`config.mk`:
```
export PLATFORM = sky130hd
export DESIGN_NAME = tlb_entry_array
export DESIGN_NICKNAME = d
export VERILOG_FILES = /design/src/rtl/tlb_entry_array.sv
export SDC_FILE = /design/constraint.sdc
export NUM_CORES = 1
export LEC_CHECK = 0
export BUFFER_PORTS_ARGS = -buffer_cell sky130_fd_sc_hd__buf_2
export CORE_MARGIN = 1
export CORE_UTILIZATION = 50
export CTS_BUF_LIST = sky130_fd_sc_hd__clkbuf_4
export DETAILED_ROUTE_END_ITERATION = 7
export GPL_TIMING_DRIVEN = 0
export PLACE_DENSITY = 0.68
export SLEW_MARGIN = 20
export SYNTH_ARGS = -nofsm -noshare
export SYNTH_HDL_FRONTEND = slang
export SYNTH_SLANG_ARGS = --single-unit
```
`constraint.sdc`:
```
create_clock -name clk -period 18.06 [get_ports clk]
set_input_delay 4.515 -clock clk [delete_from_list [all_inputs] [get_ports clk]]
set_output_delay 4.515 -clock clk [all_outputs]
set_load 0.005 [all_outputs]
```
`src/rtl/tlb_entry_array.sv`:
```
// tlb_entry_array: fully associative TLB store with internal match, self-chosen refill victim and flush walker (TLB_REGISTERED_READ_EN registers lookup outputs)
module tlb_entry_array #(
  parameter int TLB_ENTRIES = 8,
  parameter int VPN_BITS    = 27,
  parameter int PPN_BITS    = 44,
  parameter int ASID_BITS   = 16
) (
  input  logic                   clk,
  input  logic                   reset,
  input  logic [VPN_BITS-1:0]    LookupVPN,
  input  logic [ASID_BITS-1:0]   LookupASID,
  output logic                   Hit,
  output logic [PPN_BITS-1:0]    HitPPN,
  output logic [7:0]             HitAccessBits,
  input  logic                   WriteEn,
  input  logic [VPN_BITS-1:0]    WriteVPN,
  input  logic [ASID_BITS-1:0]   WriteASID,
  input  logic [PPN_BITS+9:0]    WritePTE,
  output logic                   WriteReady,
  input  logic                   FlushReq,
  input  logic [1:0]             FlushMode,
  input  logic [VPN_BITS-1:0]    FlushVPN,
  input  logic [ASID_BITS-1:0]   FlushASID,
  output logic                   FlushBusy,
  output logic                   FlushDone
);
  localparam int IW = $clog2(TLB_ENTRIES);
  typedef enum logic [1:0] {IDLE, WALK, DONE} state_t;
  state_t state, state_n;
  logic [TLB_ENTRIES-1:0] valid, lk_match, wr_match;
  logic [VPN_BITS-1:0] vpn [TLB_ENTRIES];
  logic [ASID_BITS-1:0] asid [TLB_ENTRIES];
  logic [PPN_BITS-1:0] ppn [TLB_ENTRIES];
  logic [7:0] acc [TLB_ENTRIES];
  logic [IW-1:0] ptr, idx, wr_idx;
  logic [1:0] f_mode;
  logic [VPN_BITS-1:0] f_vpn;
  logic [ASID_BITS-1:0] f_asid;
  logic wr_fire, wr_hit, wr_free, fl_clr, fl_vpn_ok, fl_asid_ok, fl_g, hit_c;
  logic [PPN_BITS-1:0] ppn_c;
  logic [7:0] acc_c;
  logic unused_rsw;
  assign unused_rsw = ^WritePTE[9:8];
  for (genvar e = 0; e < TLB_ENTRIES; e++) begin : g_match
    assign lk_match[e] = valid[e] && vpn[e] == LookupVPN && (acc[e][5] || asid[e] == LookupASID);
    assign wr_match[e] = valid[e] && vpn[e] == WriteVPN && (acc[e][5] || asid[e] == WriteASID);
  end
  // OR the single matching row onto the lookup result; blank while the walker runs
  always_comb begin
    ppn_c = '0;
    acc_c = '0;
    for (int i = 0; i < TLB_ENTRIES; i++) begin
      ppn_c |= lk_match[i] ? ppn[i] : '0;
      acc_c |= lk_match[i] ? acc[i] : '0;
    end
    hit_c = |lk_match && !FlushBusy;
    ppn_c = FlushBusy ? '0 : ppn_c;
    acc_c = FlushBusy ? '0 : acc_c;
  end
  // refill target: existing tag, else lowest free slot, else round-robin pointer
  always_comb begin
    wr_idx = ptr;
    wr_hit = |wr_match;
    wr_free = !(&valid);
    for (int i = TLB_ENTRIES - 1; i >= 0; i--) wr_idx = valid[i] ? wr_idx : IW'(i);
    for (int i = 0; i < TLB_ENTRIES; i++) wr_idx = wr_match[i] ? IW'(i) : wr_idx;
  end
  assign wr_fire = WriteEn && WriteReady;
  assign fl_g = acc[idx][5];
  assign fl_vpn_ok = vpn[idx] == f_vpn;
  assign fl_asid_ok = asid[idx] == f_asid && !fl_g;
  assign fl_clr = f_mode == 2'b00 ? 1'b1 : f_mode == 2'b01 ? fl_asid_ok :
                  f_mode == 2'b10 ? fl_vpn_ok : fl_vpn_ok && fl_asid_ok;
  // valid bits and round-robin pointer; the walker clears one entry per cycle
  always_ff @(posedge clk) begin
    if (reset) begin
      valid <= '0;
      ptr <= '0;
    end else begin
      if (wr_fire) valid[wr_idx] <= 1'b1;
      if (wr_fire && !wr_hit && !wr_free) ptr <= ptr + 1'b1;
      if (state == WALK && fl_clr) valid[idx] <= 1'b0;
    end
  end
  // entry payload captured on refill
  always_ff @(posedge clk) begin
    if (wr_fire) begin
      vpn[wr_idx] <= WriteVPN;
      asid[wr_idx] <= WriteASID;
      ppn[wr_idx] <= WritePTE[PPN_BITS+9:10];
      acc[wr_idx] <= WritePTE[7:0];
    end
  end
  // flush state register
  always_ff @(posedge clk) state <= reset ? IDLE : state_n;
  // flush next state
  always_comb state_n = state == IDLE ? (FlushReq ? WALK : IDLE) :
                        state == WALK ? (idx == IW'(TLB_ENTRIES - 1) ? DONE : WALK) : IDLE;
  // flush status outputs
  always_comb begin
    FlushBusy = state != IDLE;
    FlushDone = state == DONE;
    WriteReady = state == IDLE;
  end
  // flush operand capture and walk index
  always_ff @(posedge clk) begin
    if (reset) idx <= '0;
    else if (state == IDLE && FlushReq) begin
      f_mode <= FlushMode;
      f_vpn <= FlushVPN;
      f_asid <= FlushASID;
      idx <= '0;
    end else if (state == WALK) idx <= idx + 1'b1;
  end
`ifdef TLB_REGISTERED_READ_EN
  // registered lookup result, held at zero on reset and for every busy cycle
  always_ff @(posedge clk) begin
    Hit <= !reset && state_n == IDLE && hit_c;
    HitPPN <= (reset || state_n != IDLE) ? '0 : ppn_c;
    HitAccessBits <= (reset || state_n != IDLE) ? '0 : acc_c;
  end
`else
  assign Hit = hit_c;
  assign HitPPN = ppn_c;
  assign HitAccessBits = acc_c;
`endif
endmodule

```
==> flow_metrics.tcl <==
set metrics [dict create \
    synthFlopType "edfxtp_1" \
    start_util_pct 50.65 \
    slew_viol_final 0 \
    finalHoldViolations 0 \
    worstSetupEndpointType "output pin" \
    clockBufferDepth 3 \
    htreeDepth 4 \
    synth_cell_types 76 \
    dpl.cell_count 3915 \
    clk_latency_ns 1.15 \
    finalCriticalPeriod_ns 14.32 \
    worst_r2r_path_depth 14 \
    seq_area_frac_synth_pct 62.37 \
    crit-reg2reg-launch "asid[7][1]" \
    post-route-util_pct 58.48 \
    placed_cell_area_sq_um 42660 \
    die_h_um 282.6 \
    viasPerCell 6.686 \
    synth_edf_count 805 \
    cts_buffers 209 \
    r2r_end "ppn[2][0]" \
    crit_end "HitPPN[25]" \
    power_density_nw_per_um2 93.18 \
    tightest_slew_ns 1.221 \
    leakage_uw 0.01494 \
    synth-simple-area-share_pct 6.064 \
    synth_warnings 0 \
    max-cap-violations 0 \
    crit_start "LookupVPN[18]" \
    netlist_area_sq_um 39370 \
    rrSetupSlack_ns 12.28 \
    finalSetupViolCount 0 \
    final_common_cell "edfxtp_1" \
    cp-start-kind "input pin" \
    clk_transition_reported_paths_ns 0.06 \
    die_area_sq_um 79860 \
    hp-class "flip-flop to flip-flop" \
    synthArstFlopShare_pct 0 \
    crit_required_ns 13.55 \
    synth_top_family_by_area "XOR/XNOR gates" \
    area_delta_synth_final_pct 15.45 \
    drive_gt1_share_pct 24.33 \
    arrival_ns 9.81 \
    finalWorstSetupSlack_ns 3.738 \
    place_congestion 1.035 \
    finalNetCount 3278 \
    grt_overflow 0 \
    ir_worst_vdd_v 0.00009327 \
    status "complete, no violations" \
    holdBufCountCts 0 \
    grt_pass1_wl_um 221300 \
    synth-seq-cells 824 \
    post-route-period-util_pct 79.30 \
    mostFrequentLayoutCells "805 x edfxtp_1, 388 x xor2_1, 327 x xnor2_1, 309 x clkbuf_4, 242 x buf_2" \
    std_cell_rows 102 \
    wl_per_cell_um 38.25 \
    cts_sinks 824 \
    die_x_um 282.6 \
    grt_usage_pct 41.23 \
    core-area_sq_um 77720 \
    first_pass_iters 6 \
    critPathKind "input pin to output pin" \
    final_area_sq_um 45450 \
    cts_tree "done" \
    max_freq_mhz 69.82 \
    cts_setup_buffers 0 \
    drt-initial-drc-count 4490 \
    cp_max_fo 10 \
    cts_root_buf "clkbuf_4" \
    wirelength_um 164300 \
    grt_start_max_net_pins 71 \
    dr_total_vias 28724 \
    synthCells 2611 \
    synth_nets 2803 \
    grt_pass1_vias 27769 \
    yosys.area_share.adder_pct 0.09534 \
    synth.avg_cell_area_sq_um 15.08 \
    antenna_found_initial 12 \
    io_buffer_count 198 \
    cts_resized 0 \
    synth_compound_area_share_pct 7.113 \
    ioPinCount 245 \
    pre_cts_slack_ns 4.071 \
    hpwl_um 121500 \
    skew_ns 0.1139 \
    final_antenna_net_count 0 \
    max_slew_margin_pct 18.61 \
    synth-xor-area-share_pct 16.11 \
    synth_mux_area_share_pct 5.695 \
    rsz0062_at_grt "false" \
    drc_errors 0 \
    final_cells 4296 \
]
critical path, stage by stage:
cell,delay [ns]
clkbuf_1,0.78
xor2_1,0.15
nor4_1,1.03
nand4_1,0.60
a21oi_1,1.08
clkbuf_1,0.82
a22o_1,0.23
a221oi_1,0.05
a31oi_1,0.34
buf_2,0.18
through the flow:
step | setup TNS [ns] | hold slack, ns | total power [uW]
after floorplan | 0 | 0.4433 | 2402
after global placement | -1161.45 | 0.4710 | 2585
after detailed placement | 0 | 0.4821 | 2583
after CTS | 0 | 0.4923 | 4227
after global routing | 0 | 0.5076 | 4335
final | 0 | 0.4951 | 4235
worst min path at each step:
stage	end	from	cells past startpoint	slack [ns]
2_1_floorplan	ptr[1]	ptr[1]	2	0.44
3_3_place_gp	ptr[1]	ptr[1]	2	0.47
3_5_place_dp	ptr[1]	ptr[1]	2	0.48
4_1_cts	ptr[1]	ptr[1]	2	0.49
5_1_grt	ptr[1]	ptr[1]	2	0.51
6_report	ptr[1]	ptr[1]	2	0.50
sequential cells by signal, indices dropped and copies added, names as in the netlist, named ones only:
register and count:
acc 64, asid 128, f_asid 16, f_mode 2, f_vpn 27, idx 3
ppn 352, ptr 3, state 2, valid 8, vpn 216
metal layers:
| layer | vias up | GRT usage [%] | wire [um] |
|---|---|---|---|
| met4 | 12 | 17.84 | 7188 |
| met3 | 429 | 13.38 | 22500 |
| met2 | 2629 | 61.05 | 72330 |
| li1 | 11346 | - | - |
| met5 | - | 0 | 80 |
| met1 | 14308 | 55.64 | 62210 |
kinds of logic (layout without fill, tap and decap cells):
| group | after synthesis | after routing |
|---|---|---|
| flops | 824 | 824 |
| xor+xnor | 720 | 720 |
| simple gates | 382 | 382 |
| compound gates | 357 | 357 |
| buf+inv | 180 | 820 |
| mux | 145 | 145 |
| fa+ha+maj | 3 | 3 |
| other cells | 0 | 5 |
layout make-up:
type                    count  area (sq um)
well taps                1040          1301
multi-input cells        1607         13880
repair buffers            264          1909
diodes                      5         12.51
plain buffers             162         938.4
fillers                  6012         32270
flip-flops and latches    824         24550
clock buffers             309          2320
clock inverters            67         452.9
inverters                  18         82.58
power by group:
| part | internal [uW] | switching (uW) |
|---|---|---|
| clock network | 839 | 838 |
| logic | 126 | 268 |
| registers | 2140 | 26.8 |
| total | 3100 | 1130 |
Yosys cell counts (9+ instances only):
cell      count  share of area (%)
a21oi_1      20               0.25
a221oi_1     54                1.2
a22o_1       55                1.2
a22oi_1     120                2.3
a31oi_1      52               0.83
a41oi_1      14               0.31
buf_2        44               0.56
buf_4        22               0.42
buf_6        16               0.46
clkbuf_1     71               0.68
dfxtp_1      19               0.97
edfxtp_1    805                 61
inv_1        17               0.16
mux2i_1      80                2.0
mux4_2       63                3.6
nand2_1      11               0.10
nand3_1      19               0.24
nand4_1     133                2.1
nor2_1       21               0.20
nor2b_1      12               0.19
nor3_1       14               0.18
nor4_1      115                1.8
or4_1         9               0.17
xnor2_1     327                7.3
xor2_1      388                8.6
Power figures use the tool's default switching activity.
